[config.mk]
export PLATFORM = sky130hd
export DESIGN_NAME = alu_issue_ctrl
export DESIGN_NICKNAME = d
export VERILOG_FILES = /design/src/rtl/alu_issue_ctrl.sv
export SDC_FILE = /design/constraint.sdc
export NUM_CORES = 1
export LEC_CHECK = 0
export BUFFER_PORTS_ARGS = -buffer_cell sky130_fd_sc_hd__buf_4
export CORE_ASPECT_RATIO = 0.9
export CORE_MARGIN = 2
export CORE_UTILIZATION = 36
export DETAILED_ROUTE_END_ITERATION = 8
export PLACE_DENSITY = 0.55
export SETUP_SLACK_MARGIN = 0.2
export SYNTH_ARGS = -nofsm -noshare
export SYNTH_HDL_FRONTEND = slang
export SYNTH_SLANG_ARGS = --single-unit
[constraint.sdc]
create_clock -name clk -period 10.3 [get_ports clk]
set_input_delay 0.515 -clock clk [delete_from_list [all_inputs] [get_ports clk]]
set_output_delay 0.515 -clock clk [all_outputs]
set_load 0.05 [all_outputs]
[src/rtl/alu_issue_ctrl.sv]
// Issue controller for a combinational ALU: owns the register file, sequences
// operand read, execute, result capture and writeback, and reports completion.
module alu_issue_ctrl #(
  parameter int WIDTH = 19,
  parameter int NREGS = 8,
  parameter int IDX_W = 3
) (
  input  logic             clk,
  input  logic             rst,
  input  logic             req_valid,
  output logic             req_ready,
  input  logic [2:0]       req_op,
  input  logic [IDX_W-1:0] req_rd,
  input  logic [IDX_W-1:0] req_rs1,
  input  logic [IDX_W-1:0] req_rs2,
  input  logic             ld_en,
  input  logic [IDX_W-1:0] ld_idx,
  input  logic [WIDTH-1:0] ld_data,
  input  logic [IDX_W-1:0] dbg_idx,
  output logic [WIDTH-1:0] dbg_data,
  output logic [WIDTH-1:0] alu_a,
  output logic [WIDTH-1:0] alu_b,
  output logic [2:0]       alu_op,
  input  logic [WIDTH-1:0] alu_result,
  input  logic             alu_zero,
  output logic             done,
  output logic             zero_flag,
  output logic             div0_err
);

  localparam logic [2:0] OP_DIV = 3'b011;

  typedef enum logic [1:0] {IDLE, READ, EXEC, WB} state_t;

  state_t           state_reg;
  logic [2:0]       op_reg;
  logic [IDX_W-1:0] rd_reg;
  logic [IDX_W-1:0] rs1_reg;
  logic [IDX_W-1:0] rs2_reg;
  logic [WIDTH-1:0] res_reg;
  logic             zero_reg;
  logic             div0_reg;

  logic [WIDTH-1:0] rf [NREGS];

  logic             wr_en_next;
  logic [IDX_W-1:0] wr_idx_next;
  logic [WIDTH-1:0] wr_data_next;

  assign req_ready = (state_reg == IDLE) && !ld_en;
  assign dbg_data  = rf[dbg_idx];

  // Loads and writebacks share one write port; they can never collide since
  // loads are only honoured in IDLE and writeback only happens in WB.
  always_comb begin
    wr_en_next   = 1'b0;
    wr_idx_next  = ld_idx;
    wr_data_next = ld_data;
    if (state_reg == IDLE && ld_en) begin
      wr_en_next = 1'b1;
    end else if (state_reg == WB) begin
      wr_en_next   = 1'b1;
      wr_idx_next  = rd_reg;
      wr_data_next = res_reg;
    end
  end

  // r0 has no storage, so any write addressed to it simply falls away.
  assign rf[0] = '0;

  generate
    for (genvar gi = 1; gi < NREGS; gi++) begin : g_reg
      logic [WIDTH-1:0] q_reg;

      always_ff @(posedge clk or posedge rst) begin
        if (rst) begin
          q_reg <= '0;
        end else if (wr_en_next && wr_idx_next == IDX_W'(gi)) begin
          q_reg <= wr_data_next;
        end
      end

      assign rf[gi] = q_reg;
    end
  endgenerate

  always_ff @(posedge clk or posedge rst) begin
    if (rst) begin
      state_reg <= IDLE;
      op_reg    <= '0;
      rd_reg    <= '0;
      rs1_reg   <= '0;
      rs2_reg   <= '0;
      res_reg   <= '0;
      zero_reg  <= 1'b0;
      div0_reg  <= 1'b0;
      alu_a     <= '0;
      alu_b     <= '0;
      alu_op    <= '0;
      done      <= 1'b0;
      zero_flag <= 1'b0;
      div0_err  <= 1'b0;
    end else begin
      done     <= 1'b0;
      div0_err <= 1'b0;
      case (state_reg)
        IDLE: begin
          if (req_valid && req_ready) begin
            op_reg    <= req_op;
            rd_reg    <= req_rd;
            rs1_reg   <= req_rs1;
            rs2_reg   <= req_rs2;
            state_reg <= READ;
          end
        end
        READ: begin
          alu_a     <= rf[rs1_reg];
          alu_b     <= rf[rs2_reg];
          alu_op    <= op_reg;
          state_reg <= EXEC;
        end
        EXEC: begin
          res_reg   <= alu_result;
          zero_reg  <= alu_zero;
          div0_reg  <= (alu_op == OP_DIV) && (alu_b == '0);
          state_reg <= WB;
        end
        WB: begin
          zero_flag <= zero_reg;
          done      <= 1'b1;
          div0_err  <= div0_reg;
          state_reg <= IDLE;
        end
        default: state_reg <= IDLE;
      endcase
    end
  end

endmodule

==> flow_results.org <==
** Layout
- Compared with the post-synthesis result, the final layout area differs by 18.52%.
- Number of nets in the final layout :: 1050
- The repair_antennas step left the layout with diodes totalling 0.
- Number of filler cells placed in the layout :: 2967
- In the layout the commonest cells are 226 x mux2_2, 210 x dfrtp_1, 141 x buf_4.
- Largest register FFs :: 133
- The library cell used most frequently in the layout, excluding fill and tap cells, is mux2_2.
- Final Util :: 43.26%
- The post-route netlist has 45.45% of its cells at a drive strength greater than 1.

** Setup path
- On the worst path, the slowest cell contributes a delay of between 0.9 and 1 ns.
- Worst-case register-to-register setup slack :: roughly 7.3 ns
- Stages on the worst setup path :: 6
- By instance count, the cell type seen most on the critical path is buf_4.
- Of all nets on the critical path, the largest fanout is 39.
- Logic depth of the worst register-to-register path :: 7
- End point of the critical path :: dbg_data[16]
- The worst setup path is captured at an output pin.
- The critical path in this run is classified as in2out.
- Data required, critical path :: around 9.8 ns
- For the worst setup path, the data arrival time is between 3 and 4 ns.
- Critical path's top delay family :: buffers and inverters
- For this design, the slowest cell found on the critical path is nor2b_1.
- Worst Setup Start Kind :: primary input
- Worst flop-to-flop path startpoint :: state_reg[0]
- Worst flop-to-flop path endpoint :: g_reg[4].q_reg[8]
- The number of buffers and inverters on the critical path is 3.
- Startpoint of the most critical setup path :: dbg_idx[1]
- List of cells traversed by the critical path :: buf_4 -> nor2b_1 -> buf_4 -> a221oi_1 -> a21oi_1 -> buf_4

** Drt
- Before antenna repair, the detailed router went through 6 iterations.
- After detailed routing, the number of remaining DRC violations is 0.
- ANT nets after route :: 0
- After detailed routing, the average wire length per cell comes to around 23 µm.
- In the routed layout, each cell is associated on average with a via count of 5.638.
- For this block, the routed nets add up to between 30000 and 40000 µm of wire.
- For this block, the via count after detailed routing is 7950.
- Initial DRC count :: approximately 500

** Timing
- Number of pins with negative max-slew slack in the final report :: 0
- The clock arrives with 0.01201 ns of skew.
- Share of the clock period used by the worst path :: roughly 34%
- Slew @ Worst Pin :: 1.200 ns
- The final hold violation count is 0.
- Measured against its own limit, the worst slew margin works out to 19.97%.
- Clock period minus worst slack :: 3.547 ns
- Max frequency :: 281.9 MHz
- Worst Slack Setup Final :: 6.753 ns
- Setup repair after global routing left no endpoint under its margin.
- In the final timing run, aggregate negative setup slack is 0 ns.
- Final setup violation count :: 0

** Logic synthesis
- Syn_area_per_cell :: about 13 µm²
- Number of synthesized flops with an enable pin :: 0
- Synthesis handed over a netlist of between 800 and 900 instances.
- Net count after synthesis :: 951
- For this run, the number of Yosys warnings is 0.
- Sequential share of the synthesized area :: between 40% and 50%
- Number of distinct library cells after synthesis :: 42
- Flip-flop cell with the highest count after synthesis :: dfrtp_1
- Seq cells post-synth :: 212
- Synthesized area :: approximately 0.011 mm²
- Synth async-reset ratio :: 100.0%

** CTS
- Total clock buffers created by CTS :: 26
- In this run, post-CTS hold repair placed 0 buffers.
- In this run the number of H-tree levels came out at 1.
- Later-pin clock latency in the skew report :: roughly 0.53 ns
- In this run, post-CTS repair resized a total of 0 instances.
- Buffer type at the clock tree root :: clkbuf_16
- TritonCTS built the clock tree.
- Clock slew seen by the registers of the worst setup and hold paths :: 0.05 ns
- Sink Count :: 212
- In this run the deepest clock path goes through 3 buffers.
- After clock tree synthesis, the setup repair step added 0 buffers.

** Die
- Core Area :: 0.03083 mm²
- From left edge to right edge, the die measures roughly 190 µm.
- Effective utilization at floorplan :: 36.50%
- The die covers 0.03270 mm².
- I/O pin count :: between 100 and 150
- Die Height :: around 170 µm
- Site Rows :: 61

** Global route
- The number of global-route vias before repair was 7875.
- Global-route wire length before repair :: roughly 50000 µm
- All-Layer GR Usage :: just over 20%
- Initial antenna violation count :: 1
- Total global routing overflow :: 0
- Entering global routing, the biggest net connects 135 pins.

** Status
- Outcome :: finished clean

** Place
- At the end of routability-driven placement, the weighted congestion stood at a little under 0.8.
- After legalization and detailed placement, the total HPWL measured 19750 µm.
- Pre-CTS setup slack :: between 6 and 7 ns
- Number of buffers inserted by port buffering :: 124

** Power and ir drop
- Power spread over the standard cell area amounts to ~380 mW/mm².
- For this design the static power due to leakage is roughly 5.7 nW.
- Largest voltage drop on the vdd net :: 0.1615 mV

** Flow run
- Count of maximum capacitance violations :: 0

** Hold path
- The path class of the tightest hold or removal check is in2async.
metal layers:
layer	global-route usage, %	vias to the layer above	part of all wire [%]
met2	31.42	271	46
met5	0	-	0.040
met4	4.954	2	2.1
li1	-	3545	-
met1	29.31	4088	46
met3	3.040	44	6.1
power breakdown:
part / internal [mW] / switching, mW / leakage, nW
sequential: 1.26 / 0.374 / 2.56
clock: 0.526 / 0.346 / 0.404
combinational: 1.11 / 1.41 / 2.74
total: 2.89 / 2.13 / 5.70
how the worst min path moves through the flow:
stage | to | slack, ns | cells after the start
floorplan | div0_err | 0.46 | 1
CTS | op_reg[0] | 0.20 | 2
global placement | div0_err | 0.47 | 1
global route | rd_reg[0] | 0.21 | 2
finish | res_reg[10] | 0.17 | 2
detailed placement | alu_op[2] | 0.49 | 1
worst register-to-register path, stage by stage, from the launching register on:
cell,delay [ns]
dfrtp_1,0.38
inv_1,0.10
ha_1,0.30
a21boi_4,0.14
buf_4,0.44
a32o_1,0.73
buf_4,0.41
mux2_2,0.38
cells in the mapped netlist, drive strengths merged (2+ instances only):
cell type  number  area (µm²)
a21oi          75       379.1
a221oi         36       315.3
a31oi           2       12.51
a32o            2       20.02
and2            2       12.51
and3b           2       17.52
buf            34       192.7
clkbuf         36       136.4
dfrtp         212        5305
ha              5       62.56
inv            23       86.33
mux2          226        2545
mux2i          58       584.3
mux4           39       878.3
nand2          25       96.35
nand2b          5       31.28
nand4b          2       17.52
nor2           42       157.7
nor2b           3       18.77
nor3b           2       20.02
nor4            4       25.02
o22ai          39       250.2
metrics by stage:
step	total power, mW	area (µm²)	std cells	hold WS (ns)
floorplan	3.405	11250	885	0.4584
global route	5.333	13340	1410	0.2062
finish	5.027	13340	1410	0.1716
CTS	5.063	13340	1410	0.1994
global placement	4.141	12520	1365	0.4717
detailed placement	4.170	12520	1365	0.4853
logic make-up (layout without fill, tap and decap cells):
group	after synthesis	after routing	synth area share (%)
and+or+nand+nor	93	93	3.880
muxes	323	323	35.61
DFF	212	212	47.14
buffers and inverters	93	209	3.691
adders and majority gates	5	5	0.5559
AOI/OAI and AO/OA	159	159	9.127
final cells by class:
type / count / area [µm²] / area share (%)
sequential: 212 / 5308 / 39.79
tap: 409 / 511.7 / 3.836
clock buffer: 42 / 802.0 / 6.013
inverter: 23 / 93.84 / 0.7035
multi-input combinational: 580 / 5550 / 41.61
clock inverter: 3 / 15.01 / 0.1126
timing repair buffer: 141 / 1059 / 7.936
(Power assumes the default switching activity.)
